<file path="config.mk">
export PLATFORM = sky130hd
export DESIGN_NAME = rc_pulse_capture
export DESIGN_NICKNAME = d
export VERILOG_FILES = /design/src/rtl/rc_pulse_capture.sv
export SDC_FILE = /design/constraint.sdc
export NUM_CORES = 1
export LEC_CHECK = 0
export BUFFER_PORTS_ARGS = -buffer_cell sky130_fd_sc_hd__buf_4
export CAP_MARGIN = 15
export CORE_MARGIN = 1.5
export CORE_UTILIZATION = 50
export DETAILED_ROUTE_END_ITERATION = 12
export HOLD_SLACK_MARGIN = 0.1
export PLACE_DENSITY = 0.69
export SYNTH_ARGS = -nofsm -noshare
export SYNTH_HDL_FRONTEND = slang
export SYNTH_SLANG_ARGS = --single-unit
</file>
<file path="constraint.sdc">
create_clock -name clk -period 3.55 [get_ports clk]
set_input_delay 0.355 -clock clk [delete_from_list [all_inputs] [get_ports clk]]
set_output_delay 0.355 -clock clk [all_outputs]
set_load 0.05 [all_outputs]
</file>
<file path="src/rtl/rc_pulse_capture.sv">
`timescale 1ns/1ps
// RC PWM pulse-width capture: synchronizes and deglitches the raw input, measures
// each high time in clk cycles, and flags rejected pulses and loss of signal.
module rc_pulse_capture #(
  parameter int FILTER_LEN    = 4,
  parameter int MIN_PULSE     = 800,
  parameter int MAX_PULSE     = 2200,
  parameter int FRAME_TIMEOUT = 25000,
  parameter int WIDTH_BITS    = 12
) (
  input  logic                  clk,
  input  logic                  rst_n,
  input  logic                  enable_i,
  input  logic                  rc_in_i,
  output logic                  filtered_o,
  output logic [WIDTH_BITS-1:0] pulse_width_o,
  output logic                  pulse_valid_o,
  output logic                  pulse_error_o,
  output logic                  signal_lost_o
);

  localparam int TO_W = $clog2(FRAME_TIMEOUT + 1);
  localparam logic [WIDTH_BITS-1:0] MIN_W   = WIDTH_BITS'(MIN_PULSE);
  localparam logic [WIDTH_BITS-1:0] MAX_W   = WIDTH_BITS'(MAX_PULSE);
  localparam logic [TO_W-1:0]       TO_MAX  = TO_W'(FRAME_TIMEOUT);
  localparam logic [TO_W-1:0]       TO_LAST = TO_W'(FRAME_TIMEOUT - 1);
  localparam logic [3:0]            FLT_LAST = 4'(FILTER_LEN - 1);

  if (MAX_PULSE + 1 >= (1 << WIDTH_BITS)) begin : g_width_check
    $error("rc_pulse_capture: MAX_PULSE+1 does not fit in WIDTH_BITS");
  end
  if (FILTER_LEN < 2 || FILTER_LEN > 15) begin : g_filter_check
    $error("rc_pulse_capture: FILTER_LEN must be 2..15");
  end

  typedef enum logic [1:0] {ARM, WAIT_RISE, HIGH, OVERLONG} state_t;

  state_t                state, state_d;
  logic [1:0]            sync_q;
  logic [3:0]            flt_cnt;
  logic                  settled_q;
  logic [WIDTH_BITS-1:0] width_cnt;
  logic [TO_W-1:0]       to_cnt;
  logic                  arm_ok, load_first, count_up, accept, reject;

  // Input synchronizer; sync_q[1] is the first value safe to use.
  always_ff @(posedge clk or negedge rst_n) begin
    if (!rst_n) sync_q <= 2'b00;
    else        sync_q <= {sync_q[0], rc_in_i};
  end

  // Symmetric run-length filter: same latency for both edges keeps widths exact.
  always_ff @(posedge clk or negedge rst_n) begin
    if (!rst_n) begin
      flt_cnt    <= 4'd0;
      filtered_o <= 1'b0;
    end else if (sync_q[1] == filtered_o) begin
      flt_cnt <= 4'd0;
    end else if (flt_cnt == FLT_LAST) begin
      filtered_o <= sync_q[1];
      flt_cnt    <= 4'd0;
    end else begin
      flt_cnt <= flt_cnt + 4'd1;
    end
  end

  // The pipeline still holds reset zeros for a cycle; ARM must not trust it yet.
  always_ff @(posedge clk or negedge rst_n) begin
    if (!rst_n) settled_q <= 1'b0;
    else        settled_q <= 1'b1;
  end

  assign arm_ok = settled_q && !filtered_o && !sync_q[0] && !sync_q[1] && (flt_cnt == 4'd0);

  always_ff @(posedge clk or negedge rst_n) begin
    if (!rst_n) state <= ARM;
    else        state <= state_d;
  end

  always_comb begin
    state_d = state;
    case (state)
      ARM:       if (arm_ok) state_d = WAIT_RISE;
      WAIT_RISE: if (filtered_o) state_d = HIGH;
      HIGH: begin
        if (!filtered_o)             state_d = WAIT_RISE;
        else if (width_cnt == MAX_W) state_d = OVERLONG;
      end
      OVERLONG:  if (!filtered_o) state_d = WAIT_RISE;
      default:   state_d = ARM;
    endcase
    if (!enable_i) state_d = ARM;
  end

  always_comb begin
    load_first = 1'b0;
    count_up   = 1'b0;
    accept     = 1'b0;
    reject     = 1'b0;
    if (enable_i) begin
      load_first = (state == WAIT_RISE) && filtered_o;
      count_up   = (state == HIGH) && filtered_o;
      accept     = (state == HIGH) && !filtered_o && (width_cnt >= MIN_W);
      reject     = (state == HIGH) && (filtered_o ? (width_cnt == MAX_W) : (width_cnt < MIN_W));
    end
  end

  // Counting stops once OVERLONG is entered, so MAX_PULSE+1 is the ceiling.
  always_ff @(posedge clk or negedge rst_n) begin
    if (!rst_n)          width_cnt <= '0;
    else if (!enable_i)  width_cnt <= '0;
    else if (load_first) width_cnt <= WIDTH_BITS'(1);
    else if (count_up)   width_cnt <= width_cnt + WIDTH_BITS'(1);
  end

  always_ff @(posedge clk or negedge rst_n) begin
    if (!rst_n) begin
      pulse_width_o <= '0;
      pulse_valid_o <= 1'b0;
      pulse_error_o <= 1'b0;
    end else begin
      pulse_valid_o <= accept;
      pulse_error_o <= reject;
      if (accept) pulse_width_o <= width_cnt;
    end
  end

  always_ff @(posedge clk or negedge rst_n) begin
    if (!rst_n)                to_cnt <= '0;
    else if (!enable_i)        to_cnt <= '0;
    else if (accept)           to_cnt <= '0;
    else if (to_cnt != TO_MAX) to_cnt <= to_cnt + TO_W'(1);
  end

  // Sticky until a valid pulse: covers both post-reset and post-timeout.
  always_ff @(posedge clk or negedge rst_n) begin
    if (!rst_n)                 signal_lost_o <= 1'b1;
    else if (!enable_i)         signal_lost_o <= 1'b1;
    else if (accept)            signal_lost_o <= 1'b0;
    else if (to_cnt == TO_LAST) signal_lost_o <= 1'b1;
  end

endmodule

</file>
==> summary.md, run 1 <==
| Metric | Value |
|---|---|
| Outcome | completed |
| WP data required | around 3.8 ns |
| Net Switching | 0.0003464 W |
| FF+latch count, synth | 52 |
| Fin worst setup slack | 1.661 ns |
| Layout net count | 280 |
| Diodes inserted | 0 |
| Fill cells | 459 |
| Final Critical Period | 1.889 ns |
| CP Class | register to register |
| Final Hold Viols | 0 |
| Unique masters post-synth | 54 |
| Final WL | 4836 um |
| Non-filler instance count after layout | roughly 340 |
| Routability cong. | 0.8495 |
| Post-DP HPWL | 3311 um |
| Fmax | 529.4 MHz |
| Post-synth EDFFs | 0 |
| Dominant synthesized flop cell | dfrtp_1 |
| Area occupied by multi-input gates | approximately 0.0013 mm^2 |
| Routed Antenna Nets | 0 |
| Max cap viols | 0 |
| Synth Cell Area | 0.002681 mm^2 |
| Die ar. | around 0.0058 mm^2 |
| Crit path DAT | 2.12 ns |
| Relative slew slack | 0.5762 |
| Hold Buf Count CTS | 1 |
| Worst vdd ir | 0.0002990 V |
| Clock Power Share | 0.395 |
| Largest net degree at the start of global routing | 53 |
| Post-Syn Nets | about 260 |
| CTS Buffer Depth | 2 |
| CTS clock-pin slew for the worst setup and hold paths | 0.09 ns |
| CP max stage delay | 0.42 ns |
| Layout cells sized above 1 | 0.1760 |
| Register area | between 0.001 and 0.0015 mm^2 |
| Worst skew pair latency | 0.30 ns |
| Clock Skew | 0.008545 ns |
| Row cnt | 26 |
| Leakage | between 1 and 1.5 nW |
| I/O Pins | 20 |
| Final instance area | around 0.0030 mm^2 |
| Die Ht | 76.23 um |
| Hold path cells | 1 |
| Total CTS buffers | 5 |
| CTS HTree Levels | 2 |
| Post-Place Setup Slack | 1.683 ns |
| DRT Pass-1 Iters | 4 |
| GRT Total Usage | 0.1814 |
| Root Buffer Master | clkbuf_8 |
| Setup violators final | 0 |
| TNS Setup | 0 ns |
| Total number of vias | 1,821 |
| First-pass GRT wire length | 8500 um |
| Slowest cell on crit path | dfrtp_1 |
| CP Cell Sequence | inv_1, ha_1, and3_1, nand2b_1, or4_1, a21oi_1 |
| PD cells | 458.6 mW/mm^2 |
| Avg WL per Cell | 14.35 um |
| DIE WIDTH | 76.23 um |
| Synth Area per Inst | 10.81 um^2 |
| Port Buffers | 19 |
| R2R depth | 6 |
| Sequential area share after synthesis | 0.4858 |
| Crit-path max FO | 10 |
| Final Cycle Share | 0.5321 |
| Sequential power share | 0.475 |
| Drt first-iter violations | 79 |
| FFs w/ async S/R, synth | 1.000 |
| Initial antenna violation count | 0 |
| Int Pwr | slightly above 0.001 W |
| Max Transition Viols Final | 0 |
| Vias in the first global route | 1,819 |
| Postcts setup bufs | 0 |
| Mapped Cells | 248 |
| RSZ-0062 raised after global routing | false |
| Clock Sinks | 52 |
| Initial core utilization | 0.5217 |
| CTS tree | yes |
| Hold Path Class | primary input to register |
| DR vias/cell | 5.404 |
| Gate power share | 0.129 |
| Worst setup SP type | register |
| CORE AREA | 0.005140 mm^2 |
| DP Area | ~0.0029 mm^2 |
| GR Overflow Total | 0 |
| Dpl cells | 328 |
| Synth Warn # | 0 |
| Worst-margin pin slew | 0.6357 ns |
| Drc violations | 0 |
| Sw Ratio | 0.2499 |
| CTS resizes | 0 |
| Setup crit end kind | register |
| Layout area overhead | 12.74% |
==> stage by stage <==
step	total power, W	util	hold WS, ns
global route	0.001448	0.5881	0.1446
global placement	0.0008451	0.5553	0.3729
finish	0.001386	0.5881	0.1573
floorplan	0.0007979	-	0.05941
CTS	0.001402	0.5881	0.1481
detailed placement	0.0008513	0.5553	0.3758
==> state kept, by name (all words and copies together), names as in the netlist <==
register and flops:
state 2, sync_q 2, pulse_valid_o 1, settled_q 1, pulse_error_o 1, flt_cnt 4
signal_lost_o 1, to_cnt 15, width_cnt 12, pulse_width_o 12, filtered_o 1
==> critical path: cells and delay by family, from the launching register on <==
family,cells,cell delay [ns]
flops,1,0.42
buf+inv,1,0.10
compound gates,1,0.16
fa+ha+maj,1,0.35
simple gates,3,0.78
==> cells in the final DEF (no fill, tap or decap), drive strengths merged, types with 3 or more instances in the layout <==
cell type | netlist | routed
xor2 | 13 | 13
xnor2 | 7 | 7
clkbuf | 2 | 5
mux2i | 3 | 3
dfrtp | 51 | 51
nand2 | 19 | 19
nor4 | 3 | 3
bufinv | 0 | 3
nor2 | 24 | 24
and2 | 3 | 3
nor3 | 4 | 4
nand3 | 14 | 14
a21oi | 11 | 11
and4 | 3 | 3
nand2b | 4 | 4
buf | 7 | 19
mux2 | 13 | 13
inv | 10 | 10
o21ai | 6 | 6
and3 | 3 | 3
ha | 10 | 10
or4 | 3 | 3
nand4 | 8 | 8
==> power groups by stage <==
stage	logic [W]	clock network, W	registers (W)
5_1_grt	0.000203	0.000579	0.000666
3_5_place_dp	0.000180	0	0.000672
3_3_place_gp	0.000176	0	0.000669
4_1_cts	0.000183	0.000559	0.000660
6_report	0.000179	0.000548	0.000659
2_1_floorplan	0.000130	0	0.000668
==> area by class of cell <==
cell class	count	share of cell area
Tap cell	70	0.02897
Inverter	10	0.01242
Multi-Input combinational cell	177	0.4247
Clock inverter	3	0.02980
Sequential cell	52	0.4309
Clock buffer	5	0.02276
Timing Repair Buffer	20	0.05050
==> layer usage <==
metal | routed length [um] | vias to the layer above | GRT usage
met2 | 2090 | 40 | 0.2688
met5 | 0 | - | 0
li1 | - | 901 | -
met4 | 53 | 0 | 0.07963
met3 | 153 | 5 | 0.02635
met1 | 2539 | 875 | 0.2644
==> Yosys cell counts, drive strengths merged, types with 2 or more instances <==
cell type	n	area, um^2
nand3b	2	15.01
nor2	24	90.09
o31ai	2	15.01
and2	3	18.77
o21ai	6	30.02
a21boi	2	15.02
and4	3	26.28
or3	2	12.51
nand3	14	75.07
nand4	8	50.05
mux2	13	180.2
nand2	19	78.82
clkbuf	2	7.510
nand2b	4	25.02
ha	10	125.1
nor4bb	2	20.02
xnor2	7	61.31
inv	10	37.54
or4	3	22.52
mux2i	3	30.03
buf	7	50.05
and3	3	18.77
dfrtp	51	1276
a21oi	11	58.81
nor3	4	20.02
xor2	13	113.9
nor4	3	33.78
==> cell families after synthesis <==
family                   count (synthesis)  share of synthesized area
adder cells (fa/ha/maj)                 10                    0.04666
multiplexers                            16                    0.07839
AND/OR/NAND/NOR                        102                     0.2151
other                                    1                   0.001399
AO/OA/AOI/OAI                           28                    0.07186
buffers and inverters                   19                    0.03547
XOR/XNOR                                20                    0.06533
flip-flops                              52                     0.4858
==> path summary, 6_finish.rpt <==
check                                           from                            to  slack, ns
worst min-delay path                         rc_in_i           sync_q[0]$_DFF_PN0_       0.16
min in group asynchronous                      rst_n  pulse_width_o[3]$_DFFE_PN0P_       0.61
worst max-delay path            state[0]$_DFFE_PN0P_     width_cnt[11]$_DFFE_PN0P_       1.66
max in group asynchronous                      rst_n          state[0]$_DFFE_PN0P_       2.51
worst max register to register  state[0]$_DFFE_PN0P_     width_cnt[11]$_DFFE_PN0P_       1.66
worst min register to register   sync_q[0]$_DFF_PN0_           sync_q[1]$_DFF_PN0_       0.39
Note: power is estimated with default switching activity, not from simulation.
==> run 2: changes to the inputs <==
PLACE_DENSITY = 0.72   (was 0.69)
clock period = 1.5 ns   (was 3.55 ns; I/O delays follow)
==> summary.md, run 2 (synthesis gave the netlist of run 1 again) <==
| Metric | Value |
|---|---|
| Violated checks | negative setup slack |
| Commonest cells after routing, fill and taps aside | buf_4, dfrtp_1, nand2_1, nor2_1 (was dfrtp_1, nor2_1, buf_4, nand2_1) |
| Routability cong. | 0.8918 (was 0.8495) |
| Register area | 0.001308 mm^2 (was 0.001303 mm^2) |
| Fmax | 626.5 MHz (was 529.4 MHz) |
| Routed Antenna Nets | 0 (unchanged) |
| Initial core utilization | 0.5217 (unchanged) |
| Crit path DAT | 1.83 ns (was 2.12 ns) |
| Final WL | 6502 um (was 4836 um) |
| Largest net degree at the start of global routing | 31 (was 53) |
| Layout cells sized above 1 | 0.4849 (was 0.1760) |
| Die ar. | 0.005811 mm^2 (unchanged) |
| Port Buffers | 19 (unchanged) |
| Final Critical Period | 1.596 ns (was 1.889 ns) |
| Total number of vias | 2,197 (was 1,821) |
| Diodes inserted | 0 (unchanged) |
| CTS clock-pin slew for the worst setup and hold paths | 0.09 ns (about the same) |
| PD cells | 805.9 mW/mm^2 (was 458.6 mW/mm^2) |
| Post-Place Setup Slack | -0.1453 ns (was 1.683 ns) |
| Final Cycle Share | 1.064 (was 0.5321) |
| Hold Path Class | primary input to register (unchanged) |
| Area occupied by multi-input gates | 0.001588 mm^2 (was 0.001284 mm^2) |
| Final instance area | 0.003797 mm^2 (was 0.003023 mm^2) |
| Tightest hold margin | 0.1434 ns (was 0.1573 ns) |
| WP data required | 1.73 ns (was 3.78 ns) |
| Outcome | complete, but fails checks (was completed) |
| Setup crit end kind | register (unchanged) |
| DR vias/cell | 5.465 (was 5.404) |
| Avg WL per Cell | 16.17 um (was 14.35 um) |
| GR Overflow Total | 0 (unchanged) |
| Largest register by flop count | to_cnt (unchanged) |
| Worst setup SP type | register (unchanged) |
| Worst skew pair latency | 0.30 ns (about the same) |
| Most common cell after layout, fill and taps aside | buf_4 (was dfrtp_1) |
| Drt first-iter violations | 121 (was 79) |
| Max cap viols | 0 (unchanged) |
| Clock Sinks | 52 (unchanged) |
| DRT Pass-1 Iters | 4 (unchanged) |
| Crit-path max FO | 3 (was 10) |
| Die Ht | 76.23 um (unchanged) |
| Leakage | 1.710 nW (was 1.346 nW) |
| RSZ-0062 raised after global routing | true (was false) |
| Max FFs per register | 15 (unchanged) |
| First-pass GRT wire length | 10,930 um (was 8500 um) |
| Layout net count | 346 (was 280) |
| Drc violations | 0 (unchanged) |
| CORE AREA | 0.005140 mm^2 (unchanged) |
| Fin worst setup slack | -0.09606 ns (was 1.661 ns) |
| CTS Buffer Depth | 2 (unchanged) |
| Max Transition Viols Final | 0 (unchanged) |
| Largest regs | to_cnt x15, pulse_width_o x12, width_cnt x12 (unchanged) |
| CTS HTree Levels | 2 (unchanged) |
| Row cnt | 26 (unchanged) |
| DP Area | 0.003236 mm^2 (was 0.002854 mm^2) |
| Layout area overhead | 41.62% (was 12.74%) |
| Vias in the first global route | 2,213 (was 1,819) |
| Clock Skew | 0.006262 ns (was 0.008545 ns) |
| Total CTS buffers | 5 (unchanged) |
| Fill cells | 342 (was 459) |
| Worst vdd ir | 0.0008033 V (was 0.0002990 V) |
| Root Buffer Master | clkbuf_8 (unchanged) |
| DIE WIDTH | 76.23 um (unchanged) |
| Setup violators final | 23 (was 0) |
| CTS tree | yes (unchanged) |
| Final Hold Viols | 0 (unchanged) |
| I/O Pins | 20 (unchanged) |
| GRT Total Usage | 0.2344 (was 0.1814) |
| CP Class | register to register (unchanged) |
| Initial antenna violation count | 0 (unchanged) |
| Post-DP HPWL | 4064 um (was 3311 um) |
## run 2: power by group
group	leakage [nW]	switching [W]	internal, W	total, W
Clock	0.0473	0.000458	0.000369	0.000827
Combinational	0.960	0.000356	0.000320	0.000676
Sequential	0.703	0.0000964	0.00146	0.00156
Total	1.71	0.000911	0.00215	0.00306
## run 2: what timing repair did
item | in CTS | in global routing
endpoints found under the hold margin | 52 | 0
buffers inserted | 10 | 8
setup endpoints to repair | 34 | 39
pin swaps | 14 | 23
resized for setup | 27 | 45
gates cloned | 2 | 0
hold buffers | 2 | 0
## run 2: layout make-up
class / count / area share
well taps: 70 / 0.02306
clock inverters: 1 / 0.002306
repair buffers: 84 / 0.1806
multi-input cells: 179 / 0.4181
clock buffers: 6 / 0.02175
inverters: 10 / 0.009885
flip-flops and latches: 52 / 0.3443
## run 2: path summary, 6_finish.rpt
path	slack, ns	depth (start not counted)	start	end
setup / recovery	-0.1	6	state[0]$_DFFE_PN0P_	width_cnt[10]$_DFFE_PN0P_
setup reg to reg	-0.1	6	state[0]$_DFFE_PN0P_	width_cnt[10]$_DFFE_PN0P_
hold reg to reg	0.41	0	sync_q[0]$_DFF_PN0_	sync_q[1]$_DFF_PN0_
min in group asynchronous	0.28	2	rst_n	pulse_width_o[6]$_DFFE_PN0P_
max in group asynchronous	0.70	3	rst_n	signal_lost_o$_DFFE_PN1P_
hold / removal	0.14	2	enable_i	signal_lost_o$_DFFE_PN1P_
## run 2: critical path: stages, from the launching register on
cell and delay [ns]:
dfrtp_1 0.43, inv_2 0.10, ha_4 0.15, and3_4 0.22
nand3_2 0.09, or4_4 0.43, a21oi_2 0.12
## run 2: stage by stage
stage                     setup TNS [ns]  utilization  instances  total power [W]
final                            -0.9942       0.7388        402         0.003060
after global routing              -2.768       0.7388        402         0.003231
after CTS                         -1.274       0.6943        395         0.003030
after detailed placement          -3.019       0.6295        374         0.002122
after global placement            -1.746       0.6295        374         0.002103
after floorplan                   -1.532            -        248         0.001912
## run 2: metal layers
metal	GRT usage	vias to the layer above	part of all wire
li1	-	1037	-
met1	0.3305	1085	0.45
met2	0.3652	62	0.48
met3	0.04551	13	0.051
met4	0.07407	0	0.019
met5	0	-	0
